**src/rtl/fsm_gen_route_if.sv**
```systemverilog
// Pad-side bundle of the fsm_gen_route step machine.
// Signals:
//   in_Pad         advance channels, one count per asserted bit
//   ret_Pad        retreat channel, counts -1
//   state_obs_Pad  current state index (registered in the design)
//   output1_Pad    one-cycle flag: emit state just entered
//   bound_Pad      one-cycle flag: last step wrapped or clamped
// Modports: master drives the channels and observes the state;
//           slave is the state machine itself.
interface fsm_gen_route_if #(
    parameter int N_IN    = 2,
    parameter int STATE_W = 2
);
    logic [N_IN-1:0]    in_Pad;
    logic               ret_Pad;
    logic [STATE_W-1:0] state_obs_Pad;
    logic               output1_Pad;
    logic               bound_Pad;

    modport master (
        output in_Pad,
        output ret_Pad,
        input  state_obs_Pad,
        input  output1_Pad,
        input  bound_Pad
    );

    modport slave (
        input  in_Pad,
        input  ret_Pad,
        output state_obs_Pad,
        output output1_Pad,
        output bound_Pad
    );
endinterface

```
**src/rtl/fsm_gen_route.sv**
```systemverilog
// Parametrised pulse-step state machine.
// Each rising GCLK_Pad edge moves the state index by
// popcount(in_Pad) - ret_Pad. The index either wraps modulo N_STATES
// (WRAP=1) or saturates at 0 / N_STATES-1 (WRAP=0).
// Ports:
//   GCLK_Pad   clock, rising edge
//   reset_Pad  synchronous active-high reset
//   bus        fsm_gen_route_if slave: in_Pad, ret_Pad in;
//              state_obs_Pad, output1_Pad, bound_Pad out (all registered)
module fsm_gen_route #(
    parameter int N_STATES   = 4,
    parameter int N_IN       = 2,
    parameter int WRAP       = 1,
    parameter int EMIT_STATE = 3
) (
    input  logic           GCLK_Pad,
    input  logic           reset_Pad,
    fsm_gen_route_if.slave bus
);
    localparam int STATE_W = (N_STATES > 2) ? $clog2(N_STATES) : 1;
    // Five extra bits hold the step range -1..8 plus sign without overflow.
    localparam int SW = STATE_W + 5;

    localparam logic signed [SW-1:0]   NS_S   = SW'(N_STATES);
    localparam logic signed [SW-1:0]   TOP_S  = SW'(N_STATES - 1);
    localparam logic signed [SW-1:0]   ZERO_S = {SW{1'b0}};
    localparam logic [SW-1:0]          NS_U   = SW'(N_STATES);
    localparam logic [STATE_W-1:0]     EMIT_C = STATE_W'(EMIT_STATE);
    localparam logic [STATE_W-1:0]     IDX0_C = {STATE_W{1'b0}};

    // Number of asserted advance channels, widened to the arithmetic width.
    function automatic logic [SW-1:0] popcount_f(input logic [N_IN-1:0] v);
        logic [SW-1:0] cnt;
        cnt = {SW{1'b0}};
        for (int i = 0; i < N_IN; i++) begin
            cnt = cnt + {{(SW-1){1'b0}}, v[i]};
        end
        return cnt;
    endfunction

    logic [STATE_W-1:0]    state_r;
    logic                  out1_r;
    logic                  bound_r;

    logic [SW-1:0]         state_ext_s;
    logic signed [SW-1:0]  step_s;
    logic signed [SW-1:0]  raw_s;
    logic signed [SW-1:0]  fixed_s;
    logic                  corr_s;
    logic                  in_range_s;
    logic [STATE_W-1:0]    next_state_s;
    logic                  emit_s;

    // Next-state arithmetic: step, wrap/clamp correction and flag generation.
    always_comb begin
        state_ext_s  = {5'b00000, state_r};
        in_range_s   = (state_ext_s < NS_U);
        step_s       = $signed(popcount_f(bus.in_Pad))
                     - $signed({{(SW-1){1'b0}}, bus.ret_Pad});
        raw_s        = $signed(state_ext_s) + step_s;
        fixed_s      = raw_s;
        corr_s       = 1'b0;
        next_state_s = IDX0_C;
        emit_s       = 1'b0;

        if (WRAP != 0) begin
            // One add/subtract of N_STATES brings raw back into range.
            if (raw_s < ZERO_S) begin
                fixed_s = raw_s + NS_S;
                corr_s  = 1'b1;
            end else if (raw_s >= NS_S) begin
                fixed_s = raw_s - NS_S;
                corr_s  = 1'b1;
            end else begin
                fixed_s = raw_s;
                corr_s  = 1'b0;
            end
        end else begin
            if (raw_s < ZERO_S) begin
                fixed_s = ZERO_S;
                corr_s  = 1'b1;
            end else if (raw_s > TOP_S) begin
                fixed_s = TOP_S;
                corr_s  = 1'b1;
            end else begin
                fixed_s = raw_s;
                corr_s  = 1'b0;
            end
        end

        if (in_range_s) begin
            next_state_s = STATE_W'(fixed_s);
            // A landing that leaves the index unchanged (hold or full wrap) is not an entry.
            emit_s       = (next_state_s == EMIT_C) && (next_state_s != state_r);
        end else begin
            // Illegal index: recover to 0 quietly.
            next_state_s = IDX0_C;
            corr_s       = 1'b0;
            emit_s       = 1'b0;
        end
    end

    // State and flag registers with synchronous reset.
    always_ff @(posedge GCLK_Pad) begin
        if (reset_Pad) begin
            state_r <= IDX0_C;
            out1_r  <= 1'b0;
            bound_r <= 1'b0;
        end else begin
            state_r <= next_state_s;
            out1_r  <= emit_s;
            bound_r <= corr_s;
        end
    end

    assign bus.state_obs_Pad = state_r;
    assign bus.output1_Pad   = out1_r;
    assign bus.bound_Pad     = bound_r;
endmodule

```
**src/flat_wrapper.sv**
```systemverilog
// flat-port wrapper written by rule: the top's interface ports become plain ports
module fsm_gen_route_flat 
#(
    parameter int N_STATES   = 4,
    parameter int N_IN       = 2,
    parameter int WRAP       = 1,
    parameter int EMIT_STATE = 3
)
  (GCLK_Pad, reset_Pad, bus_in_Pad, bus_ret_Pad, bus_state_obs_Pad, bus_output1_Pad, bus_bound_Pad);
  fsm_gen_route_if #(.N_IN(N_IN), .STATE_W(2)) bus_i ();
  input  logic GCLK_Pad;
  input  logic reset_Pad;
  input wire logic [$bits(bus_i.in_Pad)-1:0] bus_in_Pad;
  input wire logic [$bits(bus_i.ret_Pad)-1:0] bus_ret_Pad;
  output wire logic [$bits(bus_i.state_obs_Pad)-1:0] bus_state_obs_Pad;
  output wire logic [$bits(bus_i.output1_Pad)-1:0] bus_output1_Pad;
  output wire logic [$bits(bus_i.bound_Pad)-1:0] bus_bound_Pad;
  assign bus_i.in_Pad = bus_in_Pad;
  assign bus_i.ret_Pad = bus_ret_Pad;
  assign bus_state_obs_Pad = bus_i.state_obs_Pad;
  assign bus_output1_Pad = bus_i.output1_Pad;
  assign bus_bound_Pad = bus_i.bound_Pad;
  fsm_gen_route #(.N_STATES(N_STATES), .N_IN(N_IN), .WRAP(WRAP), .EMIT_STATE(EMIT_STATE)) u_core (.GCLK_Pad(GCLK_Pad), .reset_Pad(reset_Pad), .bus(bus_i));
endmodule
```
**config.mk**
```make
export PLATFORM = sky130hd
export DESIGN_NAME = fsm_gen_route_flat
export DESIGN_NICKNAME = d
export VERILOG_FILES = /design/src/rtl/fsm_gen_route_if.sv /design/src/rtl/fsm_gen_route.sv /design/src/flat_wrapper.sv
export SDC_FILE = /design/constraint.sdc
export NUM_CORES = 1
export LEC_CHECK = 0
export ABC_AREA = 1
export CAP_MARGIN = 20
export CORE_AREA = 2 2 39 41
export CTS_CLUSTER_DIAMETER = 30
export DETAILED_ROUTE_END_ITERATION = 6
export DIE_AREA = 0 0 41 43
export GPL_TIMING_DRIVEN = 1
export PLACE_DENSITY_LB_ADDON = 0.2
export SYNTH_ARGS = -nofsm -noshare
export SYNTH_HDL_FRONTEND = slang
export SYNTH_SLANG_ARGS = --single-unit
```
**constraint.sdc**
```tcl
create_clock -name GCLK_Pad -period 4.95 [get_ports GCLK_Pad]
set_input_delay 0.7425 -clock GCLK_Pad [delete_from_list [all_inputs] [get_ports GCLK_Pad]]
set_output_delay 0.7425 -clock GCLK_Pad [all_outputs]
set_load 0.1 [all_outputs]
```
==> flow_summary.yaml <==
placement:
  port-buffer-count: 8
  dpl_cell_area_um2: 412
  dpl.hpwl_um: 445
  gp_congestion: 0.724
detailed_routing:
  wl_met3_um: 19
  wl_met1_um: 236
  ant_nets: 0
  wl_um: 500
  routed_via_density: 3.82
  top_layer: "met3"
  dr.pass1.iters: 2
  vias: 252
  drt_iter0_markers: 2
  wl_met2_um: 244
  wl_per_cell_um: 7.58
  drc: 0
global_routing:
  grt_pass1_wl_um: 897
  grt_pass1_vias: 258
  track_usage: 0.0782
  grt_overflow: 0
  grt_max_degree: 5
  antenna_found_initial: 0
setup_path:
  r2r.worst_path.cells: 12
  start_kind: "input port"
  r2r-end: "u_core.bus.bound_Pad"
  reg2reg_setup_slack_ns: 2.89
  path_max_fanout: 3
  crit_type: "input port to flop"
  cp_data_arrival_time_ns: 2.76
  reg2reg_from: "u_core.bus.state_obs_Pad[0]"
  crit_end: "u_core.bus.bound_Pad"
  end_kind: "flop"
  crit_required_ns: 5.07
  cp-startpoint: "bus_in_Pad[0]"
logic_synthesis:
  synthCells: 39
  synth_fp_nets: 53
  synth_top_cell_area_share: 0.321
  synth_seq_cells: 4
  synth_area_leaders: "ha_1 32%, dfxtp_1 26%, inv_1 12%, fa_1 6.4%, nand2_1 4.8%"
  yosysSeqAreaShare: 0.257
  yosysUniqueCellTypes: 12
  yosysTopAreaCell: "ha_1"
  syn_area_um2: 312
  synth_warnings: 0
  avgSynthCellArea_um2: 7.99
clock_network:
  htreeDepth: 1
  hold_buffers: 0
  cts_tree: "done"
  cts_made_buffers: 3
  cts_resized: 0
  cts_setup_buffers: 0
  clock-sinks: 4
  clk_path_buf_depth: 2
  clkSlewWorstSetupHoldPaths_ns: 0.04
  clk_latency_ns: 0.23
  cts-root-buf: "clkbuf_4"
layout:
  area_delta_synth_final_pct: 39.4
  final_area_um2: 434
  multi_input_area_um2: 183
  diodes: 0
  drive_above_1_share: 0.160
  ff_latch_area_um2: 80.1
  fin_nets: 66
  fill_cells: 168
hold_path:
  holdPathStages: 1
  hold_path.class: "flop to flop"
sta:
  slew_viol_final: 0
  grt_setup_unrepaired: "no"
  setup_viol_count_final: 0
  hold_violations: 0
  finalCritPeriodShare: 0.532
  fmax_ghz: 0.380
  worst_slew_pin_slew_ns: 0.967
  tns_ns: 0
  fin_crit_ns: 2.63
  slew-limit-headroom: 0.353
  skew_ns: 0.000234
status:
  status: "complete, no violations"
floorplan:
  die_x_um: 41
  num_rows: 14
  fp.dieH_um: 43
  start_util: 0.225
  coreArea_um2: 1380
  die_area_um2: 1760
  ioPinCount: 9
flow_run:
  maxCapViolCount: 0
==> synthesized netlist by cell type <==
| library cell | instances |
|---|---|
| inv_1 | 10 |
| nor2_1 | 4 |
| nand2_1 | 4 |
| nor2_2 | 1 |
| ha_1 | 8 |
| fa_1 | 1 |
| dfxtp_1 | 4 |
| inv_2 | 2 |
| clkinv_1 | 1 |
| nand2_2 | 1 |
| a21oi_1 | 2 |
| nand3_2 | 1 |
==> layer usage <==
metal / vias to the layer above / GRT usage
met3: 0 / 0.0314
met1: 112 / 0.0831
met2: 4 / 0.116
met5: - / 0
li1: 136 / -
met4: 0 / 0.0600
==> per-stage QoR <==
stage	setup WS (ns)	std cells	util	hold slack [ns]
finish	2.32	66	0.314	0.457
global route	2.21	66	0.314	0.480
CTS	2.30	66	0.314	0.466
detailed placement	2.05	63	0.297	0.461
global placement	2.07	63	0.297	0.459
floorplan	2.31	39	-	0.814
==> how the worst min path moves through the flow <==
stage	from	endpoint
floorplan	reset_Pad	u_core.bus.state_obs_Pad[0]
global placement	u_core.bus.state_obs_Pad[1]	u_core.bus.output1_Pad
detailed placement	u_core.bus.state_obs_Pad[1]	u_core.bus.output1_Pad
CTS	u_core.bus.state_obs_Pad[0]	u_core.bus.output1_Pad
global route	u_core.bus.state_obs_Pad[1]	u_core.bus.output1_Pad
finish	u_core.bus.state_obs_Pad[0]	u_core.bus.output1_Pad
==> state kept, by name, summed over array words and instances, names as in the netlist <==
register	cells
u_core.bus.state_obs_Pad	2
u_core.bus.output1_Pad	1
u_core.bus.bound_Pad	1
==> critical path: stages <==
cell	delay, ns
clkdlybuf4s50_1	0.46
ha_1	0.14
inv_1	0.04
ha_1	0.30
fa_1	0.48
ha_1	0.32
nor2_2	0.04
nand2_1	0.04
nand2_1	0.04
nor2_1	0.10
nor2_1	0.04
==> layout make-up <==
cell class	instances	share of cell area
Timing Repair Buffer	8	0.184
Sequential cell	4	0.184
Tap cell	16	0.0461
Inverter	13	0.112
Clock buffer	3	0.0519
Multi-Input combinational cell	22	0.421
==> layout by cell type (no fill, tap or decap), drive strengths merged <==
| cell type | netlist | layout |
|---|---|---|
| fa | 1 | 1 |
| clkdlybuf4s50 | 0 | 8 |
| ha | 8 | 8 |
| clkinv | 1 | 1 |
| clkbuf | 0 | 3 |
| nand2 | 5 | 5 |
| a21oi | 2 | 2 |
| nand3 | 1 | 1 |
| nor2 | 5 | 5 |
| dfxtp | 4 | 4 |
| inv | 12 | 12 |
==> kinds of logic after synthesis <==
logic type,synth area share
compound gates,0.0321
flops,0.257
fa+ha+maj,0.386
simple gates,0.169
buf+inv,0.157
Power is left out: the tool's default activity adds up to more than one toggle a clock period on the data nets, which glitch-free logic cannot reach.
